===== src/rtl/pipeline_ctrl.sv =====
// Stall/flush scheduler for the five-stage pipeline: combines stage stall requests
// with EX branch redirects, defers redirects while EX/MEM are frozen, and keeps a watchdog and perf counters.
module pipeline_ctrl #(
  parameter int unsigned TIMEOUT = 1024,
  parameter int unsigned CNT_W   = 32
) (
  input  logic             clk,
  input  logic             rst,
  input  logic             stallreq_if,
  input  logic             stallreq_id,
  input  logic             stallreq_ex,
  input  logic             stallreq_mem,
  input  logic             branch_req,
  input  logic [31:0]      branch_target,
  output logic [5:0]       stall,
  output logic [5:0]       flush,
  output logic             pc_redirect,
  output logic [31:0]      redirect_pc,
  output logic             timeout_err,
  output logic [CNT_W-1:0] stall_cycles,
  output logic [CNT_W-1:0] flush_count
);

  localparam int unsigned WD_W = $clog2(TIMEOUT);
  localparam logic [WD_W-1:0] WD_MAX = WD_W'(TIMEOUT - 1);

  typedef enum logic [1:0] {RUN = 2'd0, PEND = 2'd1, MEM_WAIT = 2'd2} state_e;

  state_e            state_q, state_d;
  logic [31:0]       pend_pc_q, pend_pc_d;
  logic [WD_W-1:0]   wd_cnt_q, wd_cnt_d;
  logic              timeout_err_q, timeout_err_d;
  logic [CNT_W-1:0]  stall_cycles_q, stall_cycles_d;
  logic [CNT_W-1:0]  flush_count_q, flush_count_d;

  logic              serviceable;
  logic [5:0]        stall_raw, flush_raw;
  logic              redirect_raw;
  logic [31:0]       redirect_pc_raw;

  assign serviceable = !stallreq_mem && !stallreq_ex;

  // Next state, stall/flush vectors and redirect decision
  always_comb begin
    state_d         = state_q;
    pend_pc_d       = pend_pc_q;
    stall_raw       = 6'b000000;
    flush_raw       = 6'b000000;
    redirect_raw    = 1'b0;
    redirect_pc_raw = 32'h0;

    if (stallreq_mem) begin
      stall_raw = 6'b001111;
      flush_raw = 6'b010000;
    end else if (stallreq_ex) begin
      stall_raw = 6'b000111;
      flush_raw = 6'b001000;
    end else if (stallreq_id) begin
      stall_raw = 6'b000011;
      flush_raw = 6'b000100;
    end else if (stallreq_if) begin
      stall_raw = 6'b000001;
      flush_raw = 6'b000010;
    end

    case (state_q)
      RUN, MEM_WAIT: begin
        if (branch_req) begin
          if (serviceable) begin
            redirect_raw    = 1'b1;
            redirect_pc_raw = branch_target;
            state_d         = RUN;
          end else begin
            pend_pc_d = branch_target;
            state_d   = PEND;
          end
        end else if (stallreq_mem) begin
          state_d = MEM_WAIT;
        end else begin
          state_d = RUN;
        end
      end
      PEND: begin
        if (serviceable) begin
          redirect_raw    = 1'b1;
          redirect_pc_raw = pend_pc_q;
          state_d         = RUN;
        end
      end
      default: state_d = RUN;
    endcase

    // A serviced redirect squashes if_id/id_ex and overrides any IF/ID stall
    if (redirect_raw) begin
      stall_raw = 6'b000000;
      flush_raw = 6'b000110;
    end
  end

  // Watchdog and performance counters
  always_comb begin
    wd_cnt_d       = wd_cnt_q;
    timeout_err_d  = timeout_err_q;
    stall_cycles_d = stall_cycles_q;
    flush_count_d  = flush_count_q;

    if (!stallreq_mem) begin
      wd_cnt_d = '0;
    end else begin
      if (wd_cnt_q == WD_MAX) timeout_err_d = 1'b1;
      else                    wd_cnt_d      = wd_cnt_q + WD_W'(1);
    end
    if (|stall_raw)   stall_cycles_d = stall_cycles_q + CNT_W'(1);
    if (redirect_raw) flush_count_d  = flush_count_q + CNT_W'(1);
  end

  always_ff @(posedge clk or negedge rst) begin
    if (!rst) begin
      state_q        <= RUN;
      pend_pc_q      <= 32'h0;
      wd_cnt_q       <= '0;
      timeout_err_q  <= 1'b0;
      stall_cycles_q <= '0;
      flush_count_q  <= '0;
    end else begin
      state_q        <= state_d;
      pend_pc_q      <= pend_pc_d;
      wd_cnt_q       <= wd_cnt_d;
      timeout_err_q  <= timeout_err_d;
      stall_cycles_q <= stall_cycles_d;
      flush_count_q  <= flush_count_d;
    end
  end

  // Zero-latency outputs are forced low while reset is held
  assign stall        = rst ? stall_raw       : 6'b000000;
  assign flush        = rst ? flush_raw       : 6'b000000;
  assign pc_redirect  = rst ? redirect_raw    : 1'b0;
  assign redirect_pc  = rst ? redirect_pc_raw : 32'h0;
  assign timeout_err  = timeout_err_q;
  assign stall_cycles = stall_cycles_q;
  assign flush_count  = flush_count_q;

endmodule


===== config.mk =====
export PLATFORM = sky130hd
export DESIGN_NAME = pipeline_ctrl
export DESIGN_NICKNAME = d
export VERILOG_FILES = /design/src/rtl/pipeline_ctrl.sv
export SDC_FILE = /design/constraint.sdc
export NUM_CORES = 1
export LEC_CHECK = 0
export CORE_MARGIN = 5
export CORE_UTILIZATION = 53
export DETAILED_ROUTE_END_ITERATION = 8
export PLACE_DENSITY = 0.84
export RECOVER_POWER = 25
export REMOVE_ABC_BUFFERS = 1
export SKIP_LAST_GASP = 1
export SYNTH_ARGS = -nofsm -noshare
export SYNTH_HDL_FRONTEND = slang
export SYNTH_SLANG_ARGS = --single-unit

===== constraint.sdc =====
create_clock -name clk -period 3.6 [get_ports clk]
set_input_delay 0.54 -clock clk [delete_from_list [all_inputs] [get_ports clk]]
set_output_delay 0.54 -clock clk [all_outputs]
set_load 0.01 [all_outputs]

==> impl_metrics.env, run 1 <==
export IMPL_core_region_area_um2=10700
export IMPL_track_usage_pct=21.7
export IMPL_cellInternalPower_w=0.00219
export IMPL_drt_pass1_iterations=4
export IMPL_cts_buffer_depth=2
export IMPL_grt_pass1_wl_um=23000
export IMPL_vias_per_cell=5.64
export IMPL_num_vias=4475
export IMPL_setup_viol=0
export IMPL_grt_pass1_vias=4495
export IMPL_power_frac_seq_pct=50.0
export IMPL_drtIter0Drc=375
export IMPL_cts_htree_levels=3
export IMPL_p_leak_nw=3.20
export IMPL_finalHoldViolations=0
export IMPL_synth_area_um2=5740
export IMPL_period_needed_ns=3.26
export IMPL_synth_seq_cells=109
export IMPL_worst_pin_slew_ns=1.58
export IMPL_dieWidth_um=114
export IMPL_p_per_area_nw_per_um2=419
export IMPL_ant_nets=0
export IMPL_final_nets=691
export IMPL_hp_class="in -> async"
export IMPL_combPwrFrac_pct=23.3
export IMPL_clkLatencyLatePin_ns=0.38
export IMPL_fin_tns_setup_ns=0
export IMPL_crit_path_end_kind="output pin"
export IMPL_antennaDiodeCount=0
export IMPL_fmax_mhz=307
export IMPL_ys_warn_count=0
export IMPL_wire_per_inst_um=17.4
export IMPL_drt_wl_total_um=13800
export IMPL_hold_buffers=0
export IMPL_arrival_ns=2.72
export IMPL_cts_buffers_inserted=9
export IMPL_start_kind="primary input"
export IMPL_status="complete, but fails checks"
export IMPL_place_gp_congestion=0.812
export IMPL_synthArstFlopShare_pct=100
export IMPL_die_height_um=114
export IMPL_ir_drop_mv=0.284
export IMPL_numClockSinks=109
export IMPL_nFillCells=813
export IMPL_fin_util_pct=69.1
export IMPL_relSlewSlack_pct=-5.16
export IMPL_worst_r2r_cell_count=4
export IMPL_rows=38
export IMPL_die_area_um2=13000
export IMPL_grt_max_degree=66
export IMPL_synth_area_per_cell_um2=11.2
export IMPL_port_buffers=144
export IMPL_ys_seq_area_share_pct=47.5
export IMPL_synth_edf_count=0
export IMPL_worstSetupPathType="in -> out"
export IMPL_synth_flop_cell="dfrtp_1"
export IMPL_hpwl_um=9870
export IMPL_synth_cells=512
export IMPL_cp_max_fo=32
export IMPL_syn2layout_area_growth_pct=29.5
export IMPL_finalClockSkew_ns=0.00789
export IMPL_io_pins=149
export IMPL_post_cts_resized=0
export IMPL_clk_pin_slew_worst_paths_ns=0.10
export IMPL_worstPathRequired_ns=3.06
export IMPL_overflow=0
export IMPL_switchingPower_w=0.000926
export IMPL_violations="capacitance limit, slew limit"
export IMPL_cts_root_buf="clkbuf_8"
export IMPL_finalMaxSlewViolations=66
export IMPL_drive_gt1_share_pct=15.3
export IMPL_synth_distinct_cells=56
export IMPL_initial_core_util_pct=53.4
export IMPL_antenna_found_initial=0
export IMPL_rsz0062_at_grt="no"
export IMPL_drc=0
export IMPL_p_clk_share_pct=26.7
export IMPL_maxCapViolations=1
export IMPL_switching_share_pct=29.7
export IMPL_post_cts_buffers=0
export IMPL_timing_final_crit_share_pct=90.5
export IMPL_cts_tree="done"
## layer usage
metal | vias up | part of all wire (%) | global-route usage, %
met3 | 19 | 5.9 | 4.55
met5 | - | 0 | 0
met2 | 142 | 51 | 36.3
met4 | 0 | 1.8 | 6.18
li1 | 2097 | - | -
met1 | 2217 | 42 | 28.6
## synthesized netlist by cell type (all sizes together), types with 12 or more instances
cell type	count	area, um2
and4	12	108
nand2	32	120
buf	27	221
xor2	57	499
nand3	18	108
nor2	56	210
a22oi	32	240
nor3	21	115
nand4	13	126
dfrtp	109	2730
mux2	33	372
nor4	24	278
## through the flow
step                setup slack [ns]  cell area [um2]  instances  total power (W)  hold slack, ns
floorplan                      0.816             5510        483          0.00193           0.244
global placement               0.428             7210        778          0.00227           0.440
detailed placement             0.372             7210        778          0.00231           0.448
CTS                            0.369             7440        794          0.00314          0.0917
global route                   0.106             7430        794          0.00327          0.0928
finish                         0.343             7430        794          0.00311          0.0839
## final timing paths
check	start	end	slack [ns]
setup reg to reg	flush_count[6]	flush_count[31]	1.59
max in group asynchronous	rst	stall_cycles[8]	1.68
hold reg to reg	timeout_err	timeout_err	0.47
min in group clk	timeout_err	timeout_err	0.47
hold / removal	rst	wd_cnt_q[3]	0.08
setup / recovery	stallreq_mem	redirect_pc[24]	0.34
## worst max-delay path, stage by stage
cell             delay [ns]
clkdlybuf4s50_1        0.49
nor2_1                 0.33
and2_1                 0.19
buf_4                  0.32
a22oi_1                0.15
nor2_1                 0.14
clkdlybuf4s50_1        0.55
## registers in the layout, summed over array words and instances, names as in the netlist
register / cells
stall_cycles: 32
pend_pc_q: 32
wd_cnt_q: 10
state_q: 2
timeout_err: 1
flush_count: 32
## power by group through the flow
stage	clock, W	combinational [W]	sequential (W)
6_report	0.000831	0.000726	0.00156
3_5_place_dp	0	0.000735	0.00158
3_3_place_gp	0	0.000711	0.00156
2_1_floorplan	0	0.000365	0.00156
5_1_grt	0.000898	0.000791	0.00158
4_1_cts	0.000843	0.000738	0.00155
## final cells by class
class                      count  area (um2)  share of cell area (%)
timing repair buffer         155        1520                    20.4
inverter                       7        26.3                   0.354
clock buffer                  10         138                    1.85
sequential                   109        2730                    36.7
multi-input combinational    367        2760                    37.2
clock inverter                 6        86.3                    1.16
tap                          140         175                    2.36
## cell families after synthesis
kind of cell / count (synthesis) / synth area share [%]
flops: 109 / 47.5
buf+inv: 39 / 4.64
fa+ha+maj: 3 / 0.654
xor+xnor: 66 / 10.1
other cells: 1 / 0.0653
simple gates: 207 / 22.7
compound gates: 52 / 7.50
mux: 35 / 6.82
## placed cells by master (no fill, tap or decap), drive strengths merged, types with 13 or more instances in the layout
cell           netlist  layout
clkdlybuf4s50        0     143
dfrtp              109     109
xor2                57      57
nor2                56      56
mux2                33      33
nand2               32      32
a22oi               32      32
nor4                24      24
nor3                21      21
nand3               18      18
nand4               13      13
No activity file was read; power rests on OpenSTA's default activity.
==> run 2: changes to the inputs <==
--- a/config.mk
+++ b/config.mk
@@ -8,6 +8,7 @@
 export CORE_MARGIN = 5
 export CORE_UTILIZATION = 53
 export DETAILED_ROUTE_END_ITERATION = 8
+export HOLD_SLACK_MARGIN = 0.15
 export PLACE_DENSITY = 0.84
 export RECOVER_POWER = 25
 export REMOVE_ABC_BUFFERS = 1
==> impl_metrics.env, run 2 (same netlist as run 1, synthesis figures left out) <==
export IMPL_rrSetupSlack_ns=1.04
export IMPL_start_kind="primary input"
export IMPL_syn2layout_area_growth_pct=29.2
export IMPL_cp_endpoint="stall[0]"
export IMPL_layout_common_cells="clkdlybuf4s50_1, dfrtp_1, xor2_1"
export IMPL_placed_cell_area_um2=7210
export IMPL_cp_slowest_stage_delay_ns=0.64
export IMPL_arrival_ns=2.73
export IMPL_layout_commonest_cell="clkdlybuf4s50_1"
export IMPL_switchingPower_w=0.000914
export IMPL_ant_nets=0
export IMPL_antennaDiodeCount=0
export IMPL_cts_tree="done"
export IMPL_rows=38
export IMPL_port_buffers=144
export IMPL_path_cells="dlygate4sd3_1 > nor2b_1 > o31ai_1 > and2_1 > clkdlybuf4s50_1"
export IMPL_violations="capacitance limit, slew limit"
export IMPL_period_needed_ns=3.27
export IMPL_rsz0062_at_grt="no"
export IMPL_grt_max_degree=66
export IMPL_final_nets=692
export IMPL_crit_path_end_kind="output pin"
export IMPL_initial_core_util_pct=53.4
export IMPL_dieWidth_um=114
export IMPL_post_cts_resized=0
export IMPL_ir_drop_mv=0.282
export IMPL_postLayoutCellArea_um2=7420
export IMPL_cts_buffers_inserted=9
export IMPL_finalMaxSlewViolations=33
export IMPL_timing_final_crit_share_pct=90.9
export IMPL_hpwl_um=9870
export IMPL_core_region_area_um2=10700
export IMPL_cts_root_buf="clkbuf_8"
export IMPL_numClockSinks=109
export IMPL_clkLatencyLatePin_ns=0.37
export IMPL_nFillCells=815
export IMPL_die_area_um2=13000
export IMPL_num_vias=4466
export IMPL_p_per_area_nw_per_um2=419
export IMPL_antenna_found_initial=0
export IMPL_reg2reg_to="pend_pc_q[23]"
export IMPL_fmax_mhz=306
export IMPL_grt_pass1_wl_um=23000
export IMPL_status="complete, but fails checks"
export IMPL_finalHoldViolations=0
export IMPL_overflow=0
export IMPL_relSlewSlack_pct=-16.8
export IMPL_power_frac_seq_pct=50.2
export IMPL_multi_input_area_um2=2740
export IMPL_grt_pass1_vias=4501
export IMPL_cellInternalPower_w=0.00219
export IMPL_vias_per_cell=5.62
export IMPL_worstPathRequired_ns=3.06
export IMPL_p_clk_share_pct=26.6
export IMPL_io_pins=149
export IMPL_layout_area_seq_um2=2730
export IMPL_worst_pin_slew_ns=1.75
export IMPL_drive_gt1_share_pct=14.8
export IMPL_hp_class="reg -> reg"
export IMPL_finalClockSkew_ns=0.00885
export IMPL_drt_pass1_iterations=5
export IMPL_die_height_um=114
export IMPL_place_gp_congestion=0.812
export IMPL_worst_r2r_cell_count=4
export IMPL_combPwrFrac_pct=23.3
export IMPL_cts_buffer_depth=2
export IMPL_r2r_start="state_q[0]"
export IMPL_critPathSlowestCell="o31ai_1"
export IMPL_post_cts_buffers=0
export IMPL_fin_tns_setup_ns=0
export IMPL_cts_htree_levels=3
export IMPL_startpoint="branch_req"
export IMPL_p_leak_nw=3.23
export IMPL_worstSetupPathType="in -> out"
export IMPL_wire_per_inst_um=17.3
export IMPL_switching_share_pct=29.4
export IMPL_drt_wl_total_um=13800
export IMPL_track_usage_pct=21.7
export IMPL_setup_viol=0
export IMPL_clk_pin_slew_worst_paths_ns=0.09
export IMPL_maxCapViolations=1
export IMPL_drc=0
export IMPL_cp_max_fo=5
export IMPL_drtIter0Drc=283
-- run 2: cell count changes in the layout (fill, tap and decap cells not counted) --
cell,before,now
o31ai_1,4,5
o2111ai_1,0,1
clkbuf_2,1,0
o2111ai_4,1,0
clkdlybuf4s50_1,143,130
clkbuf_1,1,2
o31ai_2,1,0
dlygate4sd3_1,0,14
-- run 2: what timing repair did --
item | 4_1_cts | 5_1_grt
hold buffers | 1 | 0
setup endpoints to repair | 0 | 0
endpoints found under the hold margin | 23 | 0
-- run 2: power by group through the flow --
stage	Combinational, W	Sequential (W)	Clock, W
6_report	0.000722	0.00156	0.000825
5_1_grt	0.000787	0.00158	0.000898
4_1_cts	0.000739	0.00155	0.000843
3_5_place_dp	0.000735	0.00158	0
3_3_place_gp	0.000711	0.00156	0
2_1_floorplan	0.000365	0.00156	0
-- run 2: critical path: cells and delay by family --
kind / cells / cell delay [ns]
buffers and inverters: 2 / 1.11
and+or+nand+nor: 2 / 0.44
AOI/OAI and AO/OA: 1 / 0.64
-- run 2: cell type report --
type                            instances  share of cell area (%)
Inverter                                7                   0.354
Tap cell                              140                    2.36
Multi-Input combinational cell        367                    36.9
Sequential cell                       109                    36.8
Timing Repair Buffer                  156                    20.6
Clock buffer                           10                    1.86
Clock inverter                          6                    1.16
-- run 2: metal layers --
layer	vias to the layer above	track usage, %	wire, um
met3	12	4.65	814
li1	2100	-	-
met4	0	6.33	184
met2	127	36.3	7050
met1	2227	28.5	5720
met5	-	0	0
-- run 2: stage by stage --
stage	utilization, %	power, W	instances	hold slack [ns]	setup WS [ns]
after CTS	69.3	0.00314	795	0.473	0.304
after global routing	69.0	0.00326	795	0.478	0.150
final	69.0	0.00310	795	0.459	0.329
after detailed placement	67.1	0.00231	778	0.448	0.372
after floorplan	-	0.00193	483	0.244	0.816
after global placement	67.1	0.00227	778	0.440	0.428
-- run 2: worst min path at each step --
stage / startpoint / endpoint / slack, ns / cells after the start
after floorplan: rst / flush_count[0] / 0.24 / 0
after global placement: timeout_err / timeout_err / 0.44 / 1
after detailed placement: timeout_err / timeout_err / 0.45 / 1
after CTS: timeout_err / timeout_err / 0.47 / 1
after global routing: stall_cycles[31] / stall_cycles[31] / 0.48 / 1
final: timeout_err / timeout_err / 0.46 / 1
==> run 3: changes to the inputs <==
--- a/config.mk
+++ b/config.mk
@@ -9,10 +9,12 @@
 export CORE_UTILIZATION = 53
 export DETAILED_ROUTE_END_ITERATION = 8
 export HOLD_SLACK_MARGIN = 0.15
+export MAX_ROUTING_LAYER = met4
 export PLACE_DENSITY = 0.84
 export RECOVER_POWER = 25
 export REMOVE_ABC_BUFFERS = 1
 export SKIP_LAST_GASP = 1
+export SLEW_MARGIN = 20
 export SYNTH_ARGS = -nofsm -noshare
 export SYNTH_HDL_FRONTEND = slang
 export SYNTH_SLANG_ARGS = --single-unit
==> impl_metrics.env, run 3 (same netlist as run 1, synthesis figures left out) <==
export IMPL_port_buffers=144
export IMPL_status="complete, but fails checks"
export IMPL_fmax_mhz=306
export IMPL_overflow=0
export IMPL_drtIter0Drc=302
export IMPL_grt_max_degree=66
export IMPL_syn2layout_area_growth_pct=29.2
export IMPL_cts_tree="done"
export IMPL_rows=38
export IMPL_wire_per_inst_um=17.3
export IMPL_die_area_um2=13000
export IMPL_vias_per_cell=5.60
export IMPL_arrival_ns=2.73
export IMPL_rsz0062_at_grt="no"
export IMPL_cts_root_buf="clkbuf_8"
export IMPL_initial_core_util_pct=53.4
export IMPL_die_height_um=114
export IMPL_ir_drop_mv=0.283
export IMPL_clk_pin_slew_worst_paths_ns=0.09
export IMPL_grt_pass1_vias=4506
export IMPL_track_usage_pct=22.3
export IMPL_hp_class="reg -> reg"
export IMPL_drc=0
export IMPL_min_path_cells=1
export IMPL_place_gp_congestion=0.824
export IMPL_place_ws_ns=0.372
export IMPL_num_vias=4449
export IMPL_min_to="timeout_err"
export IMPL_critPathMostFrequentCell="buf_4"
export IMPL_start_kind="primary input"
export IMPL_drt_pass1_iterations=4
export IMPL_maxCapViolations=1
export IMPL_drive_gt1_share_pct=14.8
export IMPL_post_cts_buffers=0
export IMPL_fin_tns_setup_ns=0
export IMPL_period_needed_ns=3.27
export IMPL_switching_share_pct=29.4
export IMPL_worstPathRequired_ns=3.06
export IMPL_setup_viol=0
export IMPL_worst_slack_ns=0.330
export IMPL_cts_buffers_inserted=9
export IMPL_final_nets=692
export IMPL_finalMaxSlewViolations=33
export IMPL_worstSetupPathType="in -> out"
export IMPL_cellInternalPower_w=0.00219
export IMPL_timing_final_crit_share_pct=90.8
export IMPL_cp_max_fo=34
export IMPL_worst_r2r_cell_count=4
export IMPL_critPathSlowestCell="dlygate4sd3_1"
export IMPL_relSlewSlack_pct=-16.9
export IMPL_r2r_start="state_q[0]"
export IMPL_cts_htree_levels=3
export IMPL_finalClockSkew_ns=0.00762
export IMPL_io_pins=149
export IMPL_cts_buffer_depth=2
export IMPL_finalHoldViolations=0
export IMPL_hp_start="timeout_err"
export IMPL_clkLatencyLatePin_ns=0.36
export IMPL_violations="capacitance limit, slew limit"
export IMPL_switchingPower_w=0.000911
export IMPL_rrSetupSlack_ns=1.04
export IMPL_layout_common_cells="clkdlybuf4s50_1, dfrtp_1, xor2_1"
export IMPL_power_frac_seq_pct=50.1
export IMPL_cp_slowest_stage_delay_ns=0.55
export IMPL_p_clk_share_pct=26.6
export IMPL_worst_pin_slew_ns=1.75
export IMPL_dieWidth_um=114
export IMPL_grt_pass1_wl_um=22900
export IMPL_layout_commonest_cell="clkdlybuf4s50_1"
export IMPL_p_per_area_nw_per_um2=418
export IMPL_numClockSinks=109
export IMPL_crit_path_end_kind="output pin"
export IMPL_drt_wl_total_um=13700
export IMPL_hpwl_um=9870
export IMPL_antennaDiodeCount=0
export IMPL_ant_nets=0
export IMPL_antenna_found_initial=0
export IMPL_path_cells="dlygate4sd3_1 > buf_4 > nand2_1 > buf_4 > nor2_1 > a31o_2 > clkdlybuf4s50_1"
export IMPL_core_region_area_um2=10700
export IMPL_combPwrFrac_pct=23.3
export IMPL_p_leak_nw=3.24
export IMPL_reg2reg_to="pend_pc_q[23]"
==> run 3: changes by cell type in the layout (fill, tap and decap cells not counted), sizes merged <==
| cell | delta |
|---|---|
| clkdlybuf4s50 | -1 |
| dlygate4sd3 | +1 |
==> run 3: how the worst max path moves through the flow <==
stage	startpoint	slack, ns	end
floorplan	stallreq_mem	0.82	redirect_pc[0]
global route	rst	0.15	flush[2]
finish	rst	0.33	flush[2]
CTS	rst	0.30	flush[2]
detailed placement	stallreq_mem	0.37	redirect_pc[24]
global placement	stallreq_mem	0.43	redirect_pc[4]
==> run 3: metal layers <==
| layer | global-route usage [%] | wire length, um |
|---|---|---|
| met4 | 6.33 | 212 |
| met5 | - | 0 |
| met1 | 28.8 | 5800 |
| met3 | 3.81 | 666 |
| met2 | 36.5 | 7040 |
==> run 3: power groups by stage <==
stage / Sequential, W / Clock (W) / Combinational, W
floorplan: 0.00156 / 0 / 0.000365
global placement: 0.00156 / 0 / 0.000711
detailed placement: 0.00158 / 0 / 0.000735
CTS: 0.00155 / 0.000843 / 0.000739
global route: 0.00158 / 0.000898 / 0.000786
finish: 0.00155 / 0.000824 / 0.000722
==> run 3: critical path, delay by kind of cell <==
kind / cells / cell delay, ns
buffers and inverters: 4 / 1.74
AND/OR/NAND/NOR: 2 / 0.30
AO/OA/AOI/OAI: 1 / 0.14
==> run 3: timing repair <==
action | in CTS | in global routing
hold buffers | 1 | 0
hold endpoints to repair | 23 | 0
gates resized for setup | 0 | 0
==> run 3: metrics by stage <==
| step | hold WS [ns] | utilization, % | total power [W] | cell area [um2] | std cells |
|---|---|---|---|---|---|
| floorplan | 0.244 | - | 0.00193 | 5510 | 483 |
| global placement | 0.440 | 67.1 | 0.00227 | 7210 | 778 |
| detailed placement | 0.448 | 67.1 | 0.00231 | 7210 | 778 |
| CTS | 0.473 | 69.3 | 0.00314 | 7450 | 795 |
| global route | 0.478 | 69.0 | 0.00326 | 7420 | 795 |
| finish | 0.460 | 69.0 | 0.00310 | 7420 | 795 |
==> run 3: layout make-up <==
cell class,instances,area [um2]
Fill cell,815,3330
Multi-Input combinational cell,367,2740
Inverter,7,26.3
Timing Repair Buffer,156,1520
Tap cell,140,175
Clock buffer,10,138
Sequential cell,109,2730
Clock inverter,6,86.3
